==> config.mk <==
export PLATFORM = sky130hd
export DESIGN_NAME = reg_bus_master
export DESIGN_NICKNAME = d
export VERILOG_FILES = /design/src/rtl/reg_bus_master_pkg.sv /design/src/rtl/reg_bus_master.sv
export SDC_FILE = /design/constraint.sdc
export NUM_CORES = 1
export LEC_CHECK = 0
export ABC_AREA = 0
export CAP_MARGIN = 20
export CORE_ASPECT_RATIO = 2
export CORE_UTILIZATION = 45
export DETAILED_ROUTE_END_ITERATION = 8
export PLACE_DENSITY = 0.84
export SYNTH_ARGS = -nofsm -noshare
export SYNTH_HDL_FRONTEND = slang
export SYNTH_SLANG_ARGS = --single-unit
==> constraint.sdc <==
create_clock -name clk -period 4.5 [get_ports clk]
set_input_delay 0.675 -clock clk [delete_from_list [all_inputs] [get_ports clk]]
set_output_delay 0.675 -clock clk [all_outputs]
set_load 0.03 [all_outputs]
==> src/rtl/reg_bus_master_pkg.sv <==
// Shared types for the register-bus initiator.
// Phase state codes and phase-counter sizing.
package reg_bus_master_pkg;

  localparam int CNT_W = 4;

  localparam logic [CNT_W-1:0] CNT_ONE =
    CNT_W'(1);

  typedef enum logic [1:0] {
    ST_IDLE   = 2'd0,
    ST_SETUP  = 2'd1,
    ST_STROBE = 2'd2,
    ST_HOLD   = 2'd3
  } state_e;

  function automatic logic [CNT_W-1:0]
    cnt_load(input int n);
    return CNT_W'(n);
  endfunction

endpackage

==> src/rtl/reg_bus_master.sv <==
// Register-bus initiator: valid/ready commands become setup/strobe/hold
// bus cycles. Ports: cmd_* in, rsp_* out, bus_* out (all flops), bus_data_in.
module reg_bus_master
  import reg_bus_master_pkg::*;
#(
  parameter int ADDR_WIDTH    = 16,
  parameter int DATA_WIDTH    = 16,
  parameter int SETUP_CYCLES  = 1,
  parameter int STROBE_CYCLES = 2,
  parameter int HOLD_CYCLES   = 1
) (
  input  logic                  clk,
  input  logic                  reset,
  input  logic                  cmd_valid,
  output logic                  cmd_ready,
  input  logic                  cmd_write,
  input  logic [ADDR_WIDTH-1:0] cmd_addr,
  input  logic [1:0]            cmd_be,
  input  logic [DATA_WIDTH-1:0] cmd_wdata,
  output logic                  rsp_valid,
  output logic [DATA_WIDTH-1:0] rsp_rdata,
  output logic                  bus_en,
  output logic                  bus_rd,
  output logic                  bus_wr,
  output logic [1:0]            bus_be,
  output logic [ADDR_WIDTH-1:0] bus_addr,
  output logic [DATA_WIDTH-1:0] bus_data_out,
  output logic                  bus_data_oe,
  input  logic [DATA_WIDTH-1:0] bus_data_in
);

  if (SETUP_CYCLES < 1 || SETUP_CYCLES > 15) begin : g_bad_setup
    $error("SETUP_CYCLES out of range 1..15");
  end
  if (STROBE_CYCLES < 1 || STROBE_CYCLES > 15) begin : g_bad_strobe
    $error("STROBE_CYCLES out of range 1..15");
  end
  if (HOLD_CYCLES < 1 || HOLD_CYCLES > 15) begin : g_bad_hold
    $error("HOLD_CYCLES out of range 1..15");
  end

  state_e                state_q, state_d;
  logic [CNT_W-1:0]      cnt_q, cnt_d;
  logic                  write_q, write_d;
  logic                  ready_q, ready_d;
  logic                  rsp_q, rsp_d;
  logic [DATA_WIDTH-1:0] rdata_q, rdata_d;
  logic                  en_q, en_d;
  logic                  rd_q, rd_d;
  logic                  wr_q, wr_d;
  logic [1:0]            be_q, be_d;
  logic [ADDR_WIDTH-1:0] addr_q, addr_d;
  logic [DATA_WIDTH-1:0] dout_q, dout_d;
  logic                  oe_q, oe_d;
  logic                  last;

  assign last = (cnt_q == CNT_ONE);

  // Bus outputs are computed for the next state so every pin is a flop.
  always_comb begin
    state_d = state_q;
    cnt_d   = cnt_q;
    write_d = write_q;
    rsp_d   = 1'b0;
    rdata_d = rdata_q;
    en_d    = en_q;
    rd_d    = 1'b0;
    wr_d    = 1'b0;
    be_d    = be_q;
    addr_d  = addr_q;
    dout_d  = dout_q;
    oe_d    = oe_q;
    unique case (state_q)
      ST_IDLE: begin
        if (cmd_valid && ready_q) begin
          write_d = cmd_write;
          addr_d  = cmd_addr;
          be_d    = cmd_be;
          dout_d  = cmd_write ? cmd_wdata : '0;
          oe_d    = cmd_write;
          en_d    = 1'b1;
          cnt_d   = cnt_load(SETUP_CYCLES);
          state_d = ST_SETUP;
        end
      end
      ST_SETUP: begin
        if (last) begin
          rd_d    = ~write_q;
          wr_d    = write_q;
          cnt_d   = cnt_load(STROBE_CYCLES);
          state_d = ST_STROBE;
        end else begin
          cnt_d = cnt_q - CNT_ONE;
        end
      end
      ST_STROBE: begin
        if (last) begin
          if (!write_q) begin
            rdata_d = bus_data_in;
          end
          cnt_d   = cnt_load(HOLD_CYCLES);
          state_d = ST_HOLD;
        end else begin
          rd_d  = ~write_q;
          wr_d  = write_q;
          cnt_d = cnt_q - CNT_ONE;
        end
      end
      ST_HOLD: begin
        if (last) begin
          en_d    = 1'b0;
          oe_d    = 1'b0;
          addr_d  = '0;
          be_d    = '0;
          dout_d  = '0;
          rsp_d   = 1'b1;
          state_d = ST_IDLE;
        end else begin
          cnt_d = cnt_q - CNT_ONE;
        end
      end
      default: state_d = ST_IDLE;
    endcase
    ready_d = (state_d == ST_IDLE);
  end

  always_ff @(posedge clk) begin
    if (!reset) begin
      state_q <= ST_IDLE;
      cnt_q   <= '0;
      write_q <= 1'b0;
      ready_q <= 1'b0;
      rsp_q   <= 1'b0;
      rdata_q <= '0;
      en_q    <= 1'b0;
      rd_q    <= 1'b0;
      wr_q    <= 1'b0;
      be_q    <= '0;
      addr_q  <= '0;
      dout_q  <= '0;
      oe_q    <= 1'b0;
    end else begin
      state_q <= state_d;
      cnt_q   <= cnt_d;
      write_q <= write_d;
      ready_q <= ready_d;
      rsp_q   <= rsp_d;
      rdata_q <= rdata_d;
      en_q    <= en_d;
      rd_q    <= rd_d;
      wr_q    <= wr_d;
      be_q    <= be_d;
      addr_q  <= addr_d;
      dout_q  <= dout_d;
      oe_q    <= oe_d;
    end
  end

  assign cmd_ready    = ready_q;
  assign rsp_valid    = rsp_q;
  assign rsp_rdata    = rdata_q;
  assign bus_en       = en_q;
  assign bus_rd       = rd_q;
  assign bus_wr       = wr_q;
  assign bus_be       = be_q;
  assign bus_addr     = addr_q;
  assign bus_data_out = dout_q;
  assign bus_data_oe  = oe_q;

endmodule

* Word level (Yosys, flattened, before mapping) *
Cells that the tools add are included.
Widths: inputs -> output; s select.

operators by class
  $add $sub $neg = 1
  eq/ne operators = 7
  mux-type cells = 31
  bitwise logic cells = 1
  reductions and logical operators = 9

operators by type and width
  cell                 count
  $mux 16              4
  $pmux 16 s2          2
  $mux 4               4
  $pmux 4 s4           1
  $mux 2               6
  $mux 1               8
  $pmux 1 s2           4
  $pmux 2 s4           1
  $ne 2x2->1 const B   3
  $reduce_and 2->1     3
  $reduce_and 3->1     2
  $eq 2x2->1 const B   2
  $eq 4x1->1 const B   1
  $logic_not 2->1      2
  $pmux 2 s2           1
  $sub 4x1->4 const B  1
  $eq 2x1->1 const B   1
  $reduce_bool 2->1    1
  $logic_and 1x1->1    1
  $not 1->1            1

word-level totals
  register bits = 63
  bits of input ports = 54
  output and inout port bits = 56
  logic and storage cells = 62

* Depth between registers and ports, before layout *
Gate-level depths: netlist of run 1.

  depth after elaboration = 4
  depth in mapped cells = 9
  gate-level depth less buffers = 6

* Worst setup path after synthesis of run 1 *
OpenSTA, ideal clock, no wires.

  path kind = register -> register
  start = register cnt_q[1]
  end = register addr_q[0] (netlist: bus_addr[0])
  data arrival time = 1.718 ns
  slack = 2.654 ns
  stages on the path, launching flop included = 10
  clock period less this slack = 1.846 ns
  cells stage by stage = dfxtp_1 > inv_1 > ha_1 > or3b_1 > buf_2 > a211o_1 > buf_6 > buf_6 > a22oi_2 > nor2_1

between the ends
  longest elaborated chain between the ends = 3

ends and longest elaborated chain
  what                        line                   RTL
  from (decl)                 reg_bus_master.sv:43   logic [CNT_W-1:0] cnt_q, cnt_d;
  from (signal assigned)      reg_bus_master.sv:144  cnt_q <= cnt_d;
  $eq 4x1->1                  reg_bus_master.sv:57   assign last = (cnt_q == CNT_ONE);
  $ne 2x2->1 (no line)        --
  $reduce_and 3->1 (no line)  --
  to (signal assigned)        reg_bus_master.sv:153  addr_q <= addr_d;
  to (decl)                   reg_bus_master.sv:52   logic [ADDR_WIDTH-1:0] addr_q, addr_d;

Every way passes these cells.
A chain may end at the register's enable or synchronous reset.

* Final worst setup path of run 1 *
  start = register cnt_q[1]
  end = register rdata_q[15] (netlist: rsp_rdata[15])

between the ends
  longest elaborated chain between the ends = 2

ends and longest elaborated chain
  what                        line                   RTL
  $eq 4x1->1                  reg_bus_master.sv:57
  $reduce_and 3->1 (no line)  --
  to (signal assigned)        reg_bus_master.sv:148  rdata_q <= rdata_d;
  to (decl)                   reg_bus_master.sv:47   logic [DATA_WIDTH-1:0] rdata_q, rdata_d;

Every way passes these cells.

==> run summary, run 1 <==
The run finished with clean final reports. The worst-margin pin slew was 1.04 ns; the number of antenna violations at the first check in global routing was 0. The logs give 0.384 GHz for the maximum clock rate and 0.00258 mm² for the combined area of all synthesized cells. The maximum ir drop on the vdd rail was 0.364 mV.

The run gives 6.80 mm as the total wirelength of the detailed-routed design. Ranked by total cell area, the synthesized netlist is headed by dfxtp_1 (49%), a22oi_2 (15%), nor2_1 (8.3%). Counting every net in the synthesized netlist gives 315. Data arrival at the endpoint of the critical path: 2.83 ns. The worst setup path is launched from a flip-flop. Yosys printed 0 warnings. The total routing resource utilization after global routing is 0.232, and the per-cell routed wire length is 16.0 µm. The number of buffers added to fix hold violations after cts came out at 0. After global routing the overflow that remains totals 0. For the detailed-route DRC error count, the log shows 0.

The number of inserted diodes was 0. The final worst-path setup slack was 1.90 ns; the number of setup buffers added after CTS was 0. CTS placed an instance of clkbuf_8 at the clock tree root. Power spread over the standard cell area amounts to 396 mW/mm².

The clock share of power was 0.375; the worst path required time was 4.73 ns. After clock tree synthesis, the repair step resized 0 gates. The biggest area contributor in the post-synthesis netlist is dfxtp_1. Number of buffers created by CTS: 9. The share of synthesized flip-flops with an asynchronous set or reset was 0; the placement-stage worst setup slack was 1.56 ns. Setup repair after global routing left no endpoint under its margin. The first TritonRoute pass finished after 5 iterations. The max capacitance violation total is 0, and the proportion of netlist area held by the largest area contributor is 0.489. The part of the total power dissipated in sequential elements was 0.394; the iteration-0 DRC count of the detailed router was 70. For the worst-skew pair, the clock arrives at the later sink with an insertion delay of 0.34 ns. The part of the power in combinational logic is 0.231.

Across the whole layout, storage elements account for 0.00126 mm². The via-per-instance ratio works out to 5.38. The number of port buffers was 109; the final-stage net count was 420. STA classifies the critical path endpoint as a flip-flop. The fill cell instance count of the final layout was 401; the post-DP HPWL was 4.77 mm. The clock transition time at the flip-flop clock pins of the worst setup and hold paths is 0.07 ns, and the number of synthesized flops with an enable pin is 0.

The fraction of layout cells with a size suffix above 1 is 0.137, and the top fanout value on the critical path is 16. The startpoint-to-endpoint class of the critical path was reg -> reg. The tightest min-delay check is of the reg -> reg type. The die outline height came out at 109 µm. Counting instances in the post-synthesis netlist gives the leading cell types as dfxtp_1 (63), nor2_1 (57), a22oi_2 (30).

The effective utilization at floorplan is 0.472. The area growth from synthesis to layout is 52.3%. The run gives 33 as the count of cell types in the netlist. The tools report the relative slew slack as 0.307. The number of pins with negative max-slew slack in the final report was 0; the full die area was 0.00606 mm². Number of clock sinks: 63. The clock period minus final worst setup slack is 2.60 ns, and the core footprint is 0.00547 mm². The tools report the routability congestion estimate from global placement as 0.851. Entering global routing, the biggest net connects 37 pins.

The routed layout has 2280 vias. The setup total negative slack was 0 ns. The post-synthesis register bit count came out at 63. The portion of the post-synthesis area used by sequential elements came out at 0.489. The run gives 38 as the row count.

The mean cell area of the mapped netlist was 10.2 µm²; the internal cell power was 1.12 mW. The most common cell in the synthesized netlist is dfxtp_1. The part of the cycle the worst path needs came out at 0.578.

The predominant post-synthesis flop cell was dfxtp_1. The tools report the via count of the first global-routing pass as 2226. TritonCTS built the clock tree.

110 I/O pins were placed. The count of H-tree levels built during CTS was 3; the wire length of the first global-routing pass was 10.8 mm. The cell count after synthesis came out at 254. Summed over all nets, the switching power comes to 0.435 mW. The switching share of power was 0.280; the count of final setup violators was 0. The run gives 0.00119 mm² as the area taken by multi-input logic gates. The floorplan step set the die width to 55.6 µm.

The maximum clock skew at final layout was 0.00528 ns. The logs give 2 for the maximum root-to-sink buffer count and 1.54 nW for the leakage dissipation. Hold violation count in the final report: 0. The antenna violation net count after detailed routing came out at 0.
-- layout make-up --
class / count / share of cell area
Sequential cell: 63 / 0.321
Multi-Input combinational cell: 167 / 0.303
Timing Repair Buffer: 113 / 0.290
Clock buffer: 14 / 0.0465
Tap cell: 60 / 0.0191
Clock inverter: 2 / 0.0153
Inverter: 5 / 0.00477
-- worst paths after layout --
path | from | endpoint | slack, ns | depth (start not counted)
max | cnt_q[1]$_SDFFE_PN0P_ | rsp_rdata[15]$_SDFFE_PN0P_ | 1.90 | 6
min | write_q$_SDFFE_PN0P_ | bus_rd$_SDFF_PN0_ | 0.49 | 1
max reg2reg | cnt_q[1]$_SDFFE_PN0P_ | rsp_rdata[15]$_SDFFE_PN0P_ | 1.90 | 6
min reg2reg | write_q$_SDFFE_PN0P_ | bus_rd$_SDFF_PN0_ | 0.49 | 1
-- flip-flops by register name, summed over array words and instances, names as in the netlist, 2 cells and up --
name	cells
bus_be	2
state_q	2
bus_data_out	16
cnt_q	4
bus_addr	16
rsp_rdata	16
-- metal layers --
| layer | vias to the layer above | wire [µm] | GRT usage |
|---|---|---|---|
| met5 | - | 0 | 0 |
| met1 | 1067 | 2500 | 0.235 |
| met3 | 16 | 337 | 0.0534 |
| met2 | 98 | 3760 | 0.430 |
| li1 | 1099 | - | - |
| met4 | 0 | 208 | 0.132 |
-- worst max-delay path: stages (launching register included) --
cell      delay [ns]
dfxtp_1         0.34
inv_1           0.09
ha_1            0.17
nor3b_1         0.56
nand3b_1        0.84
mux2i_1         0.42
nor2_1          0.07
-- stage by stage --
stage	util	hold slack [ns]	cells	cell area (µm²)	total power [mW]
6_report	0.719	0.488	424	3930	1.55
5_1_grt	0.719	0.519	424	3930	1.62
4_1_cts	0.719	0.492	424	3930	1.57
3_5_place_dp	0.675	0.465	408	3690	0.981
3_3_place_gp	0.670	0.466	407	3660	0.969
2_1_floorplan	-	0.418	254	2580	0.859
-- kinds of logic (layout without fill, tap and decap cells) --
family / count (synthesis) / after routing / synth area share
buffers and inverters: 24 / 134 / 0.0499
AND/OR/NAND/NOR: 88 / 88 / 0.152
multiplexers: 17 / 17 / 0.0659
flip-flops: 63 / 63 / 0.489
AO/OA/AOI/OAI: 55 / 55 / 0.210
adder cells (fa/ha/maj): 7 / 7 / 0.0339
-- placed cells by master (no fill, tap or decap), types with 2 or more instances in the layout --
master	n
a21oi_1	7
a2bb2oi_1	2
nand3b_1	2
a22oi_1	4
mux2i_1	17
nor2_1	57
a22oi_2	30
clkbuf_8	13
nor3_1	3
inv_1	5
dfxtp_1	63
o311ai_0	2
bufinv_16	2
a31oi_1	2
buf_4	3
ha_1	7
clkdlybuf4s50_1	109
o21ai_0	4
nand2_1	9
nand3_1	4
and2_1	4
-- power groups by stage --
stage | Clock (mW) | Combinational [mW] | Sequential [mW]
finish | 0.583 | 0.359 | 0.613
CTS | 0.596 | 0.359 | 0.613
global route | 0.623 | 0.384 | 0.616
detailed placement | 0 | 0.356 | 0.625
global placement | 0 | 0.346 | 0.623
floorplan | 0 | 0.190 | 0.669
Power figures use the tool's default switching activity.
==> inputs of run 2 (changes only) <==
--- a/config.mk
+++ b/config.mk
@@ -8,9 +8,9 @@
 export ABC_AREA = 0
 export CAP_MARGIN = 20
 export CORE_ASPECT_RATIO = 2
-export CORE_UTILIZATION = 45
+export CORE_UTILIZATION = 38
 export DETAILED_ROUTE_END_ITERATION = 8
-export PLACE_DENSITY = 0.84
+export PLACE_DENSITY = 0.76
 export SYNTH_ARGS = -nofsm -noshare
 export SYNTH_HDL_FRONTEND = slang
 export SYNTH_SLANG_ARGS = --single-unit
==> constraint.sdc (replaced) <==
create_clock -name clk -period 2.25 [get_ports clk]
set_input_delay 0.3375 -clock clk [delete_from_list [all_inputs] [get_ports clk]]
set_output_delay 0.3375 -clock clk [all_outputs]
set_load 0.03 [all_outputs]
==> run summary, run 2 (synthesized netlist as in run 1, its figures left out) <==
The first detailed-routing pass ran for 4 iterations. The flow ran to the end, and the final reports show no timing, DRC or antenna violations. The pin count of the biggest net entering global routing came out at 57. The clock period minus final worst setup slack is 2.06 ns, and the boundary pin count is 110. The synthesis-to-layout area growth came out at 56.9%. In this run the core area contains 42 standard-cell rows.

For the maximum root-to-sink buffer count, the log shows 2. The via count of the first global-routing pass was 2223; the leakage dissipation was 1.58 nW. For this design the ratio of total power to cell area is 840 mW/mm². The tree is rooted in a clkbuf_16. Across the VDD grid, the largest voltage drop is 0.523 mV. The end of the worst register-to-register path is bus_data_out[5]$_SDFFE_PN0P_. The startpoint of the lowest-slack hold path is write_q$_SDFFE_PN0P_. The top fanout value on the critical path is 17, and the count of buffering cells on the critical path with inverters included is 0. STA classifies the critical path endpoint as a flip-flop. Number of pins with negative max-slew slack in the final report: 0. Counting cells, the worst reg-to-reg path comes to 5. After clock tree synthesis, the flow added hold-fix buffers numbering 0.

The part of the cycle the worst path needs was 0.918; the iteration-0 DRC count of the detailed router was 94. The repair_antennas step left the layout with diodes totalling 0. The die outline height is 119 µm. The worst setup path is launched from a flip-flop.

Summed over all nets, the half-perimeter wirelength after detailed placement is 4.83 mm. The tools report the data arrival at the endpoint of the critical path as 2.33 ns. The library cells used most frequently in the layout, excluding fill and tap cells, are clkdlybuf4s50_1 (109), dfxtp_1 (63), nor2_1 (57), a22oi_2 (30), mux2i_1 (17).

In this design, the stage delay of the slowest critical-path cell is 0.71 ns. The end point of the critical path is bus_data_out[5]$_SDFFE_PN0P_. The tools report the launching element of the worst setup path as state_q[0]$_SDFF_PN0_. Fraction of layout cells with a size suffix above 1: 0.137. The reg-to-reg startpoint is state_q[0]$_SDFF_PN0_. Once layout is done, the placed cells without fillers occupy 0.00405 mm².

The hold violation count in the final report was 0. The signal on the critical path passes through ha_1 > and4b_1 > and2_1 > a22oi_1 > nor2_1. Setup violations remaining at the end of the flow were counted as 0. CTS saw 63 sinks. After clock tree synthesis, the clock-pin slew on the worst setup and hold paths is 0.05 ns. The critical path is of the reg -> reg type.

The total routing resource utilization after global routing was 0.204. The run gives 0.851 as the routability congestion estimate from global placement. For the final routed database, the setup TNS stands at 0 ns.

Once the clock tree was built, the resizer swapped 0 gates to a different size. The register-to-register setup slack was 0.19 ns; the worst-margin pin slew was 0.888 ns. Setup repair after global routing left no endpoint under its margin. The H-tree was split into 3 levels. The wire length of the first global-routing pass is 10.8 mm. Port buffering added 109 buffers. The die is 60.3 µm wide. The detailed-route DRC error count is 0. Leaving out fill and tap cells, the most frequent cell in the layout is clkdlybuf4s50_1. The core region is 0.00657 mm². The per-cell routed wire length works out to 15.1 µm. Across the routed clock network, the largest skew measured is 0.00484 ns. The maximum clock rate is 0.484 GHz.

In this run the worst hold path is classified as reg -> reg. In the final design database the tool counted 422 nets. Standard cell with the maximum stage delay on the critical path: and2_1. The number of setup buffers added after CTS came out at 0.

The total number of cells along the worst setup path was 5. The logs give 0 for the max capacitance violation total and 0.393 for the effective utilization at floorplan. The worst path required time is 2.51 ns. Total wirelength of the detailed-routed design: 6.85 mm. The full die area is 0.00715 mm². For the number of buffers created by CTS, the log shows 9. The via-per-instance ratio was 5.06.

The antenna violation net count after detailed routing was 0. For the vias after detailed routing, the log shows 2295. The relative slew slack is 0.408. TritonCTS built the clock tree.

For the overall overflow remaining after global route, the log shows 0. Summing all placed instances gives a cell area of 0.00374 mm². The later pin in the worst-skew pair is clocked with a latency of 0.33 ns. In this design, the largest share of critical-path delay is due to simple AND/OR/NAND/NOR gates. The run gives 0 as the number of antenna violations at the first check in global routing.
==> run 2: final cells by class <==
type / instances / area, µm²
inverter: 5 / 18.8
timing repair buffer: 115 / 1160
clock buffer: 12 / 236
multi-input combinational: 167 / 1190
tap: 88 / 110
clock inverter: 4 / 70.1
sequential: 63 / 1260
fill: 543 / 2520
==> run 2: stage by stage <==
step	std cells	utilization	hold WS (ns)	setup WS, ns	power [mW]
floorplan	254	-	0.418	0.404	1.72
global placement	438	0.570	0.441	0.0795	1.98
detailed placement	438	0.570	0.449	0.0512	1.99
CTS	454	0.617	0.460	0.200	3.43
global route	454	0.617	0.494	0.0143	3.55
finish	454	0.617	0.451	0.185	3.40
==> run 2: power breakdown <==
group / internal (mW) / switching, mW / leakage, nW
sequential: 1.18 / 0.0469 / 0.511
clock: 0.965 / 0.468 / 0.151
combinational: 0.343 / 0.400 / 0.922
total: 2.49 / 0.914 / 1.58
==> run 2: layer usage <==
layer | share of wire | global-route usage
met5 | 0 | 0
met2 | 0.52 | 0.341
met1 | 0.38 | 0.214
met3 | 0.063 | 0.0624
met4 | 0.039 | 0.119
==> run 2: worst min path at each step <==
stage	end	depth (start not counted)
3_5_place_dp	bus_rd$_SDFF_PN0_	1
6_report	bus_rd$_SDFF_PN0_	1
3_3_place_gp	bus_rd$_SDFF_PN0_	1
2_1_floorplan	bus_rd$_SDFF_PN0_	1
5_1_grt	bus_rd$_SDFF_PN0_	1
4_1_cts	bus_rd$_SDFF_PN0_	1
==> inputs of run 3 (changes only) <==
--- a/config.mk
+++ b/config.mk
@@ -11,6 +11,7 @@
 export CORE_UTILIZATION = 38
 export DETAILED_ROUTE_END_ITERATION = 8
 export PLACE_DENSITY = 0.76
+export SLEW_MARGIN = 10
 export SYNTH_ARGS = -nofsm -noshare
 export SYNTH_HDL_FRONTEND = slang
 export SYNTH_SLANG_ARGS = --single-unit
==> results of run 3 <==
Same layout as run 2: the final DEF is identical, and so are final timing and power.
